$ cat src/rtl/ttt_pkg.sv
// rtl/ttt_pkg.sv - shared cell codes, result codes and controller states
package ttt_pkg;

    // Cell codes; the player codes double as turn values.
    localparam logic [1:0] EMPTY = 2'b00;
    localparam logic [1:0] P1    = 2'b01;
    localparam logic [1:0] P2    = 2'b10;

    // Result codes
    localparam logic [1:0] RES_NONE = 2'b00;
    localparam logic [1:0] RES_P1   = 2'b01;
    localparam logic [1:0] RES_P2   = 2'b10;
    localparam logic [1:0] RES_DRAW = 2'b11;

    typedef enum logic [1:0] {
        PLAY  = 2'b00,
        CHECK = 2'b01,
        OVER  = 2'b10
    } state_t;

    function automatic logic [1:0] other_player(input logic [1:0] p);
        return (p == P1) ? P2 : P1;
    endfunction

endpackage

$ cat src/rtl/pos_decode.sv
// rtl/pos_decode.sv - maps a 1..9 square number to a one-hot cell select
// Ports: move_pos (square 1..9, row-major) -> onehot (bit i = square i+1),
//        out_of_range (high for 0 and 10..15, onehot is then zero).
module pos_decode
    import ttt_pkg::*;
(
    input  logic [3:0] move_pos,
    output logic [8:0] onehot,
    output logic       out_of_range
);

    always_comb begin
        onehot = '0;
        for (int i = 0; i < 9; i++) begin
            onehot[i] = (move_pos == 4'(i + 1));
        end
        out_of_range = ~|onehot;
    end

endmodule

$ cat src/rtl/board_ctrl.sv
// rtl/board_ctrl.sv - tic-tac-toe board controller (PLAY/CHECK/OVER)
// Ports: clk, rst (async, active-high); new_game, move_valid/move_pos, undo in;
//        winner/who_win from the external win detector fed by pos1..pos9;
//        pos1..pos9, turn, move_ready, move_accept/move_reject pulses,
//        game_over, result, move_count out.
// Optional macro BOARD_CTRL_UNDO_EN adds one-level undo of the last move.
module board_ctrl
    import ttt_pkg::*;
#(
    parameter logic [1:0] FIRST_PLAYER = 2'b01
) (
    input  logic       clk,
    input  logic       rst,
    input  logic       new_game,
    input  logic       move_valid,
    input  logic [3:0] move_pos,
    input  logic       undo,
    input  logic       winner,
    input  logic [1:0] who_win,
    output logic [1:0] pos1,
    output logic [1:0] pos2,
    output logic [1:0] pos3,
    output logic [1:0] pos4,
    output logic [1:0] pos5,
    output logic [1:0] pos6,
    output logic [1:0] pos7,
    output logic [1:0] pos8,
    output logic [1:0] pos9,
    output logic [1:0] turn,
    output logic       move_ready,
    output logic       move_accept,
    output logic       move_reject,
    output logic       game_over,
    output logic [1:0] result,
    output logic [3:0] move_count
);

    state_t          state_q, state_n;
    logic [8:0][1:0] board_q, board_n;
    logic [1:0]      turn_q, turn_n;
    logic [1:0]      result_q, result_n;
    logic [3:0]      count_q, count_n;
    logic            accept_q, accept_n;
    logic            reject_q, reject_n;

    logic [8:0]      target_oh;
    logic            target_oor;
    logic            target_busy;
    logic            play_req;
    logic            move_hit;
    logic            undo_hit;
    logic [8:0]      undo_mask;

    pos_decode u_pos_decode (
        .move_pos     (move_pos),
        .onehot       (target_oh),
        .out_of_range (target_oor)
    );

    always_comb begin
        target_busy = 1'b0;
        for (int i = 0; i < 9; i++) begin
            if (target_oh[i] && (board_q[i] != EMPTY)) target_busy = 1'b1;
        end
    end

    // A move request only counts in PLAY and loses to new_game and to undo.
    assign play_req = (state_q == PLAY) && !new_game && !undo_hit && move_valid;
    assign move_hit = play_req && !target_oor && !target_busy;

`ifdef BOARD_CTRL_UNDO_EN
    logic [8:0] last_q, last_n;
    logic       last_valid_q, last_valid_n;

    assign undo_hit  = undo && last_valid_q && (state_q == PLAY) && !new_game;
    assign undo_mask = last_q;

    always_comb begin
        last_n       = last_q;
        last_valid_n = last_valid_q;
        if (new_game || undo_hit) begin
            last_valid_n = 1'b0;
        end else if (move_hit) begin
            last_n       = target_oh;
            last_valid_n = 1'b1;
        end
    end

    always_ff @(posedge clk or posedge rst) begin
        if (rst) begin
            last_q       <= '0;
            last_valid_q <= 1'b0;
        end else begin
            last_q       <= last_n;
            last_valid_q <= last_valid_n;
        end
    end
`else
    logic unused_undo;
    assign unused_undo = undo;
    assign undo_hit    = 1'b0;
    assign undo_mask   = '0;
`endif

    always_comb begin
        state_n  = state_q;
        board_n  = board_q;
        turn_n   = turn_q;
        result_n = result_q;
        count_n  = count_q;
        accept_n = 1'b0;
        reject_n = 1'b0;
        if (new_game) begin
            board_n  = '0;
            turn_n   = FIRST_PLAYER;
            result_n = RES_NONE;
            count_n  = '0;
            state_n  = PLAY;
        end else begin
            unique case (state_q)
                PLAY: begin
                    if (undo_hit) begin
                        // Turn was toggled by the CHECK after the undone move.
                        for (int i = 0; i < 9; i++) begin
                            if (undo_mask[i]) board_n[i] = EMPTY;
                        end
                        count_n = count_q - 4'd1;
                        turn_n  = other_player(turn_q);
                    end else if (move_hit) begin
                        for (int i = 0; i < 9; i++) begin
                            if (target_oh[i]) board_n[i] = turn_q;
                        end
                        count_n  = count_q + 4'd1;
                        accept_n = 1'b1;
                        state_n  = CHECK;
                    end else if (play_req) begin
                        reject_n = 1'b1;
                    end
                end
                // The detector now sees the board including the new move.
                CHECK: begin
                    if (winner) begin
                        result_n = who_win;
                        state_n  = OVER;
                    end else if (count_q == 4'd9) begin
                        result_n = RES_DRAW;
                        state_n  = OVER;
                    end else begin
                        turn_n  = other_player(turn_q);
                        state_n = PLAY;
                    end
                end
                OVER: begin
                    state_n = OVER;
                end
                default: begin
                    state_n = PLAY;
                end
            endcase
        end
    end

    always_ff @(posedge clk or posedge rst) begin
        if (rst) begin
            state_q  <= PLAY;
            board_q  <= '0;
            turn_q   <= FIRST_PLAYER;
            result_q <= RES_NONE;
            count_q  <= '0;
            accept_q <= 1'b0;
            reject_q <= 1'b0;
        end else begin
            state_q  <= state_n;
            board_q  <= board_n;
            turn_q   <= turn_n;
            result_q <= result_n;
            count_q  <= count_n;
            accept_q <= accept_n;
            reject_q <= reject_n;
        end
    end

    assign pos1        = board_q[0];
    assign pos2        = board_q[1];
    assign pos3        = board_q[2];
    assign pos4        = board_q[3];
    assign pos5        = board_q[4];
    assign pos6        = board_q[5];
    assign pos7        = board_q[6];
    assign pos8        = board_q[7];
    assign pos9        = board_q[8];
    assign turn        = turn_q;
    assign move_ready  = (state_q == PLAY);
    assign move_accept = accept_q;
    assign move_reject = reject_q;
    assign game_over   = (state_q == OVER);
    assign result      = result_q;
    assign move_count  = count_q;

endmodule
$ cat config.mk
export PLATFORM = sky130hd
export DESIGN_NAME = board_ctrl
export DESIGN_NICKNAME = d
export VERILOG_FILES = /design/src/rtl/ttt_pkg.sv /design/src/rtl/pos_decode.sv /design/src/rtl/board_ctrl.sv
export SDC_FILE = /design/constraint.sdc
export NUM_CORES = 1
export LEC_CHECK = 0
export ABC_AREA = 1
export BUFFER_PORTS_ARGS = -buffer_cell sky130_fd_sc_hd__buf_4
export CORE_MARGIN = 5
export CORE_UTILIZATION = 52
export DETAILED_ROUTE_END_ITERATION = 10
export GPL_TIMING_DRIVEN = 0
export PLACE_DENSITY = 0.78
export RECOVER_POWER = 50
export SETUP_SLACK_MARGIN = 0.02
export SYNTH_ARGS = -nofsm -noshare
export SYNTH_HDL_FRONTEND = slang
export SYNTH_HIERARCHICAL = 1
export SYNTH_SLANG_ARGS = --single-unit
$ cat constraint.sdc
create_clock -name clk -period 1.7 [get_ports clk]
set_clock_uncertainty 0.15 [all_clocks]
set_input_delay 0.34 -clock clk [delete_from_list [all_inputs] [get_ports clk]]
set_output_delay 0.34 -clock clk [all_outputs]
set_load 0.02 [all_outputs]
**Yosys cells after proc, flatten, opt, wreduce, memory -nomap -nowiden**

Index checks and enable logic that the tools add are counted.
Widths: inputs -> output; s select.

- Bits in registers: 30
- Input port bits: 12
- Output and inout port bits: 30
- Word-level logic and storage cells: 128

- Equality and inequality tests: 16
- Muxes and demuxes: 45
- Reduce and logical (&&, ||, !) cells: 51
- Add/subtract/negate cells: 1

Operators by type and width:

| operator | number |
|---|---|
| $mux 18 | 3 |
| $mux 2 | 22 |
| $reduce_bool 2->1 | 21 |
| $reduce_and 3->1 | 10 |
| $eq 4x3->1 const B | 4 |
| $mux 1 | 16 |
| $logic_and 1x1->1 | 13 |
| $eq 4x4->1 const B | 3 |
| $mux 4 | 3 |
| $reduce_or 9->1 | 1 |
| $eq 4x2->1 const B | 2 |
| $pmux 2 s3 | 1 |
| $add 4x1->4 const B | 1 |
| $eq 2x1->1 const B | 2 |
| $eq 4x1->1 const B | 1 |
| $ne 2x2->1 const B | 2 |
| $reduce_and 2->1 | 2 |
| $ne 3x2->1 const B | 1 |
| $reduce_bool 3->1 | 1 |
| $eq 2x2->1 const B | 1 |
| $logic_not 1->1 | 2 |
| $logic_not 2->1 | 1 |

**Logic depth before layout (Yosys ltp)**

Gate-level depths: netlist of run 1.

- Depth after elaboration: 16
- Depth in mapped cells: 12
- Mapped depth without buffers: 11

**By module**

The synthesis of run 1 kept the hierarchy.

By module, submodules not included:

| module | area an instance (µm²) | seq. area each (µm²) | times used | cells an instance |
|---|---|---|---|---|
| board_ctrl | 1,545.2 | 752.0 | 1 | 184 |
| pos_decode | 102.6 | 0.0 | 1 | 25 |

**Worst setup path before layout of run 1**

Ideal clock, no wire load.

- Kind: input port to flip-flop
- Start point: input port move_pos[0]
- End point: register board_q (netlist bit pos5[0])
- Arrival time: 1,342 ps
- Cell stages on the path: 11
- Slack: 90 ps
- Library setup time: 118 ps
- Buffers on the path: 1
- Data required time: 1,432 ps
- Path through: nor2_2 -> inv_1 -> nor2_1 -> o21ai_1 -> nand2_1 -> nor2_4 -> nand3_4 -> clkinv_2 -> buf_8 -> nand3_1 -> nand2_1

- Elaborated cells on any way between the ends: 34
- Classes of those cells: 9 x eq/ne; 9 x mux; 16 x reduce/logical

RTL lines:

| element | RTL line | text |
|---|---|---|
| start: declaration | board_ctrl.sv:16 | `input logic [3:0] move_pos,` |
| $eq 4x3->1 (*) | pos_decode.sv:15 | `onehot[i] = (move_pos == 4'(i + 1));` |
| net target_oh[3] | board_ctrl.sv:46 | `logic [8:0] target_oh;` |
| $logic_and 1x1->1 | board_ctrl.sv:63 | `if (target_oh[i] && (board_q[i] != EMPTY)) target_busy = 1'b1;` |
| $mux 1 (6 in a row) | board_ctrl.sv:63 |  |
| $logic_not 1->1 | board_ctrl.sv:69 | `assign move_hit = play_req && !target_oor && !target_busy;` |
| $logic_and 1x1->1 (*) | board_ctrl.sv:69 |  |
| $reduce_bool 2->1 (no source line) (*) | n/a |  |
| $reduce_and 3->1 (no source line) (*) | n/a |  |
| end signal: assignment | board_ctrl.sv:174 | `board_q <= board_n;` |
| end: declaration | board_ctrl.sv:39 | `logic [8:0][1:0] board_q, board_n;` |

The timed path passes the listed nets; every way through them passes the cells marked *.
A chain may end at the register's enable or synchronous reset.

**Worst setup path after layout of run 1**

- Start point: register board_q (netlist bit pos8[0])
- End point: register board_q (netlist bit pos3[0])

- Longest elaborated chain between the ends: 8

Ends and longest elaborated chain:

| element | RTL line |
|---|---|
| $reduce_bool 2->1 | board_ctrl.sv:63 |
| $logic_and 1x1->1 | board_ctrl.sv:63 |
| $mux 1 (2 in a row) | board_ctrl.sv:63 |
| $logic_not 1->1 | board_ctrl.sv:69 |
| $logic_and 1x1->1 | board_ctrl.sv:69 |
| $reduce_bool 2->1 (no source line) | n/a |
| $reduce_and 3->1 (no source line) | n/a |

Every way passes these cells.

==> impl_metrics.yaml, run 1 <==
worst_setup_path:
  slowest_stage: "dfrtp_1"
  critical_path.top_delay_family: "simple AND/OR/NAND/NOR gates"
  r2r_slack_ps: 90
  path_buf_inv: 1
  crit_type: "flip-flop to flip-flop"
  crit_chain: "o21ai_2 > nand2_2 > nor2_4 > nand3_4 > nand2_4 > buf_6 > nand2_2 > nand2_1 > nand2_1"
  slowest_delay_ps: 420
  startpoint_type: "flip-flop"
  critPathMaxFanout: 6
  endpoint_kind: "flip-flop"
  crit_required_ps: 1770
  cp_data_arrival_time_ps: 1680
timing:
  max_slew_margin_pct: 27.6
  fin_hold_ws_ps: 131
  worst_slack_ps: 90.3
  fin_setup_tns_ps: 0
  worst_slew_pin_slew_ps: 1090
  setup_violations: 0
  drv_slew: 0
  max_freq_ghz: 0.621
  period_minus_slack_ps: 1610
  fin_crit_sh_pct: 94.7
  hold_viol: 0
routing:
  drt-initial-drc-count: 135
  vias: 1619
  firstDrtPassIters: 4
  drc: 0
  vias_per_cell: 5.17
  routedWlPerCell_um: 13.1
  drt_wl_total_um: 4110
  drtAntennaViolNets: 0
logic_synthesis:
  ys.flop_type: "dfrtp_1"
  synthMostInstantiatedCell: "nand2_1"
  netlist_top_cells_count: "nand2_1, nand3_1, dfrtp_1"
  ys_seq_elements: 30
  yosysTopAreaCell: "dfrtp_1"
  synth_edf_count: 0
  synthCells: 209
  async_flop_share_pct: 100
  synth_nets: 223
  syn_area_sq_um: 1650
  ys_seq_area_share_pct: 45.6
  synth_top_area_share_pct: 44.0
  yosysUniqueCellTypes: 26
  yosys_warnings: 6
  synthTopCellsByArea: "dfrtp_1, nand3_1, nand2_1, inv_1, nor2_1"
  syn_avg_cell_area_sq_um: 7.88
die:
  dieWidth_um: 66.3
  rows: 20
  ios: 42
  die_height_um: 66.3
  initial_core_util_pct: 54.0
  core-area_sq_um: 3050
  fp.dieArea_sq_um: 4400
clock_network:
  cts_sinks: 30
  cts_hold_buffers: 0
  cts_buffers: 5
  tritoncts: "yes"
  path_clk_slew_ps: 90
  cts-root-buf: "clkbuf_4"
  clockBufferDepth: 2
  clock_latency_ps: 330
  htreeDepth: 2
global_route:
  grt_pass1_vias: 1438
  grt.overflow.total: 0
  grt.total_usage_pct: 19.4
  grt_pass1_wl_um: 6410
  grt_max_degree: 31
  antenna_found_initial: 0
placed_design:
  post-place-ws_ps: -289
  place.gp.congestion: 0.899
  dp_hpwl_um: 2800
  dp_cells: 292
  port_buffers: 39
final_layout:
  diodes: 0
  drive_above_1_share_pct: 34.2
  final-seq-area_sq_um: 753
  multiInputGateArea_sq_um: 830
  layout.cells.non_filler: 313
  nNetsFinal: 282
  areaGrowthSynthToFinish_pct: 32.3
  nFillCells: 259
power_and_ir_drop:
  fin_total_pwr_uw: 1580
  p_seq_share_pct: 49.8
  combPwrFrac_pct: 22.5
  p_clk_share_pct: 27.7
  p_leak_uw: 0.00119
  power_density_nw_per_um2: 724
  power_switching_uw: 488
  p_int_uw: 1090
  vdd_drop_max_mv: 0.506
  p_sw_share_pct: 30.9
outcome:
  outcome: "complete, no violations"
job:
  max_cap_viol_count: 0
hold_path:
  min_path_type: "primary input to async pin"
## logic make-up after synthesis
logic type,synth area share (%)
buf+inv,8.28
xor+xnor,1.06
fa+ha+maj,1.52
flops,45.6
compound gates,6.30
simple gates,37.2
## stage by stage
stage	util [%]	cell area, sq um
6_report	71.4	2180
5_1_grt	71.4	2180
4_1_cts	67.3	2050
3_5_place_dp	65.4	2000
3_3_place_gp	65.4	2000
2_1_floorplan	-	1650
## worst register-to-register path: cells and delay by family (launching register included)
kind / cells / cell delay, ps
buf+inv: 1 / 110
simple gates: 7 / 620
compound gates: 1 / 220
flops: 1 / 420
## power by group through the flow
stage | sequential (uW) | clock, uW | combinational [uW]
final | 786 | 438 | 355
after global placement | 797 | 0 | 318
after detailed placement | 798 | 0 | 322
after global routing | 791 | 495 | 389
after CTS | 785 | 447 | 324
after floorplan | 838 | 0 | 155
## sequential cells by signal, indices dropped and copies added (netlist names)
| register | flops |
|---|---|
| pos5 | 2 |
| pos2 | 2 |
| move_reject | 1 |
| pos4 | 2 |
| pos6 | 2 |
| pos1 | 2 |
| state_q | 2 |
| turn | 2 |
| move_count | 4 |
| result | 2 |
| pos3 | 2 |
| move_accept | 1 |
| pos9 | 2 |
| pos7 | 2 |
| pos8 | 2 |
## placed cells by master (no fill, tap or decap)
cell / instances
nand2_1: 46
buf_4: 39
nand3_1: 37
dfrtp_1: 28
inv_1: 19
nor2_1: 13
clkbuf_1: 13
nor2_2: 10
o21ai_2: 9
o21ai_0: 7
nand4_1: 7
clkbuf_4: 6
nand2_2: 5
buf_2: 4
nor2_4: 3
or2_2: 3
inv_2: 2
buf_6: 2
xor2_1: 2
a21oi_1: 2
ha_1: 2
nand3_2: 1
nand3_4: 1
nand2_4: 1
o22ai_1: 1
inv_4: 1
o31ai_4: 1
buf_8: 1
clkbuf_8: 1
dfrtp_2: 1
dfstp_2: 1
## cell type report
type / instances / share of cell area, %
Buffer: 6 / 2.41
Clock buffer: 8 / 2.70
Inverter: 22 / 3.90
Multi-Input combinational cell: 151 / 38.0
Sequential cell: 30 / 34.5
Tap cell: 44 / 2.52
Timing Repair Buffer: 52 / 15.9
## per-layer routing
metal | routed length (um) | GRT usage [%] | share of wire [%]
met5 | 0 | 0 | 0
met4 | 80 | 7.61 | 1.9
met3 | 234 | 5.78 | 5.7
met2 | 2010 | 29.5 | 49
met1 | 1790 | 25.8 | 43
## path summary, 6_finish.rpt
kind / end / depth (start not counted) / start
setup / recovery: pos3[0] / 9 / pos8[0]
hold reg to reg: turn[0] / 2 / turn[0]
min in group clk: result[1] / 3 / who_win[1]
max in group asynchronous: state_q[1] / 2 / rst
hold / removal: pos5[0] / 2 / rst
setup reg to reg: pos3[0] / 9 / pos8[0]
## repair_timing
item                                    CTS  global route
setup buffers                             0            12
endpoints found under the setup margin   15            21
gates resized for setup                   2            21
gates cloned                              0             1
pin swaps                                 0             6
No activity file was read; power rests on OpenSTA's default activity.
==> inputs of run 2 (changes only) <==
--- a/config.mk
+++ b/config.mk
@@ -8,13 +8,12 @@
 export ABC_AREA = 1
 export BUFFER_PORTS_ARGS = -buffer_cell sky130_fd_sc_hd__buf_4
 export CORE_MARGIN = 5
-export CORE_UTILIZATION = 52
+export CORE_UTILIZATION = 53
 export DETAILED_ROUTE_END_ITERATION = 10
-export GPL_TIMING_DRIVEN = 0
-export PLACE_DENSITY = 0.78
+export GPL_TIMING_DRIVEN = 1
+export PLACE_DENSITY = 0.79
 export RECOVER_POWER = 50
 export SETUP_SLACK_MARGIN = 0.02
 export SYNTH_ARGS = -nofsm -noshare
 export SYNTH_HDL_FRONTEND = slang
-export SYNTH_HIERARCHICAL = 1
 export SYNTH_SLANG_ARGS = --single-unit
==> impl_metrics.yaml, run 2 <==
outcome:
  outcome: "finished, violations left"
  violations: "setup timing"
worst_setup_path:
  path_buf_inv: 1
  r2r_slack_ps: -20
  startpoint_type: "flip-flop"
  endpoint_kind: "flip-flop"
  crit_type: "flip-flop to flip-flop"
  crit_required_ps: 1770
  critPathMaxFanout: 7
  crit_chain: "inv_1 > nand2_1 > nand3_2 > nand2_2 > nor2_4 > nand3_4 > nand2_8 > nand2_4 > nand2_2 > nand2_1"
  cp_data_arrival_time_ps: 1780
  slowest_delay_ps: 430
  slowest_stage: "dfrtp_1"
  critical_path.top_delay_family: "simple AND/OR/NAND/NOR gates"
timing:
  period_minus_slack_ps: 1720
  rsz0062_at_grt: "yes"
  worst_slew_pin_slew_ps: 716
  worst_slack_ps: -18.6
  fin_crit_sh_pct: 101
  max_slew_margin_pct: 52.3
  setup_violations: 5
  drv_slew: 0
  hold_viol: 0
  max_freq_ghz: 0.582
  fin_hold_ws_ps: 155
power_and_ir_drop:
  vdd_drop_max_mv: 0.484
  fin_total_pwr_uw: 1660
  power_density_nw_per_um2: 674
  p_leak_uw: 0.00138
placed_design:
  dp_hpwl_um: 3110
  place.gp.congestion: 0.897
  dp_cells: 322
  place_area_sq_um: 2200
  port_buffers: 40
clock_network:
  cts_sinks: 30
  cts_buffers: 5
  clock_latency_ps: 340
  tritoncts: "yes"
  path_clk_slew_ps: 110
  cts-root-buf: "clkbuf_4"
  clockBufferDepth: 2
  htreeDepth: 2
logic_synthesis:
  syn_area_sq_um: 1760
  synth-xor-area-share_pct: 0.998
  synth_mux_area_share_pct: 0.570
  yosysTopAreaCell: "dfrtp_1"
  synthCells: 228
  yosysUniqueCellTypes: 31
  netlist_top_cells_count: "nand2_1, inv_1, dfrtp_1, nand3_1, nor2_1"
  synthMostInstantiatedCell: "nand2_1"
  ys_seq_area_share_pct: 42.8
  synthTopCellsByArea: "dfrtp_1, nand2_1, inv_1, nand3_1, nor2_1"
  syn_avg_cell_area_sq_um: 7.70
  async_flop_share_pct: 100
  yosys_warnings: 0
  synth_top_family_by_area: "simple AND/OR/NAND/NOR gates"
  synth_top_area_share_pct: 41.3
  synth_nets: 242
  synth-simple-area-share_pct: 37.8
  synth_edf_count: 0
  synth-compound-area-share_pct: 5.13
  ys_seq_elements: 30
  synth-adder-area-share_pct: 1.43
  ys.flop_type: "dfrtp_1"
global_route:
  grt.overflow.total: 0
  antenna_found_initial: 0
  grt.total_usage_pct: 21.0
  grt_pass1_wl_um: 7150
  grt_pass1_vias: 1619
  grt_max_degree: 31
routing:
  drc: 0
  vias: 1756
  drt-initial-drc-count: 164
  vias_per_cell: 5.08
  drt_wl_total_um: 4690
  firstDrtPassIters: 4
  drtAntennaViolNets: 0
  routedWlPerCell_um: 13.6
final_layout:
  layout_common_cells: "buf_4, nand2_1, inv_1"
  final_cell_area_sq_um: 2470
  diodes: 0
  multiInputGateArea_sq_um: 912
  largest_reg_flops: 4
  final_common_cell: "buf_4"
  nFillCells: 220
  post-route-util_pct: 79.6
  drive_above_1_share_pct: 37.1
  layout.cells.non_filler: 346
  final-seq-area_sq_um: 752
  nNetsFinal: 315
  areaGrowthSynthToFinish_pct: 40.7
die:
  dieWidth_um: 67.6
  initial_core_util_pct: 56.6
  core-area_sq_um: 3100
  ios: 42
  die_height_um: 67.6
  rows: 20
  fp.dieArea_sq_um: 4560
hold_path:
  min_path_type: "primary input to flip-flop"
job:
  max_cap_viol_count: 0
-- run 2: cell count changes in the layout (fill, tap and decap cells not counted), sizes merged, moves of 2 or more --
cell    delta
nor2       -3
nand3      -7
or2        -3
nand2     +17
nor4       +2
clkbuf     -5
buf       +15
inv       +20
o21ai      -9
-- run 2: cell families after synthesis --
logic type,after synthesis
compound gates,13
xor+xnor,2
fa+ha+maj,2
buf+inv,47
flops,30
mux,1
simple gates,133
-- run 2: final timing paths --
| check | cells after the start | end | from |
|---|---|---|---|
| max | 10 | pos7[1] | pos4[1] |
| min in group asynchronous | 4 | state_q[0] | rst |
| min reg2reg | 2 | result[1] | result[1] |
| min | 3 | move_reject | move_valid |
| max in group asynchronous | 4 | pos1[1] | rst |
| max reg2reg | 10 | pos7[1] | pos4[1] |
-- run 2: tightest hold or removal path, stage by stage --
cell and delay, ps:
buf_4 110, inv_1 80, nor3b_1 60
-- run 2: layout make-up --
| cell class | count | share of cell area, % |
|---|---|---|
| inverters | 43 | 6.59 |
| flip-flops and latches | 30 | 30.4 |
| repair buffers | 69 | 21.8 |
| multi-input cells | 152 | 36.9 |
| clock buffers | 8 | 1.98 |
| well taps | 44 | 2.23 |
-- run 2: per-stage QoR --
step / setup slack, ps / setup TNS, ps
after floorplan: -37.9 / -75.8
after global placement: -72.3 / -394
after detailed placement: -109 / -903
after CTS: 15.0 / 0
after global routing: -119 / -2030
final: -18.6 / -41.1
-- run 2: power by group --
part | switching, uW | leakage (uW) | internal (uW)
clock network | 238 | 0.0000265 | 165
registers | 39.9 | 0.000404 | 761
logic | 275 | 0.000952 | 184
total | 553 | 0.00138 | 1110
-- run 2: what timing repair did --
action | in CTS | in global routing
setup buffers | 3 | 11
pin swaps | 3 | 12
endpoints found under the hold margin | 29 | 0
hold buffers | 1 | 0
gates resized for setup | 3 | 25
endpoints found under the setup margin | 8 | 25
gates cloned | 0 | 1
-- run 2: routing by layer --
metal  share of wire [%]  track usage, %  vias up
met1                  43            28.1      831
met2                  50            32.8       55
met4                 2.4            8.86        0
li1                    -               -      859
met3                 5.2            4.16       11
met5                   0               0        -
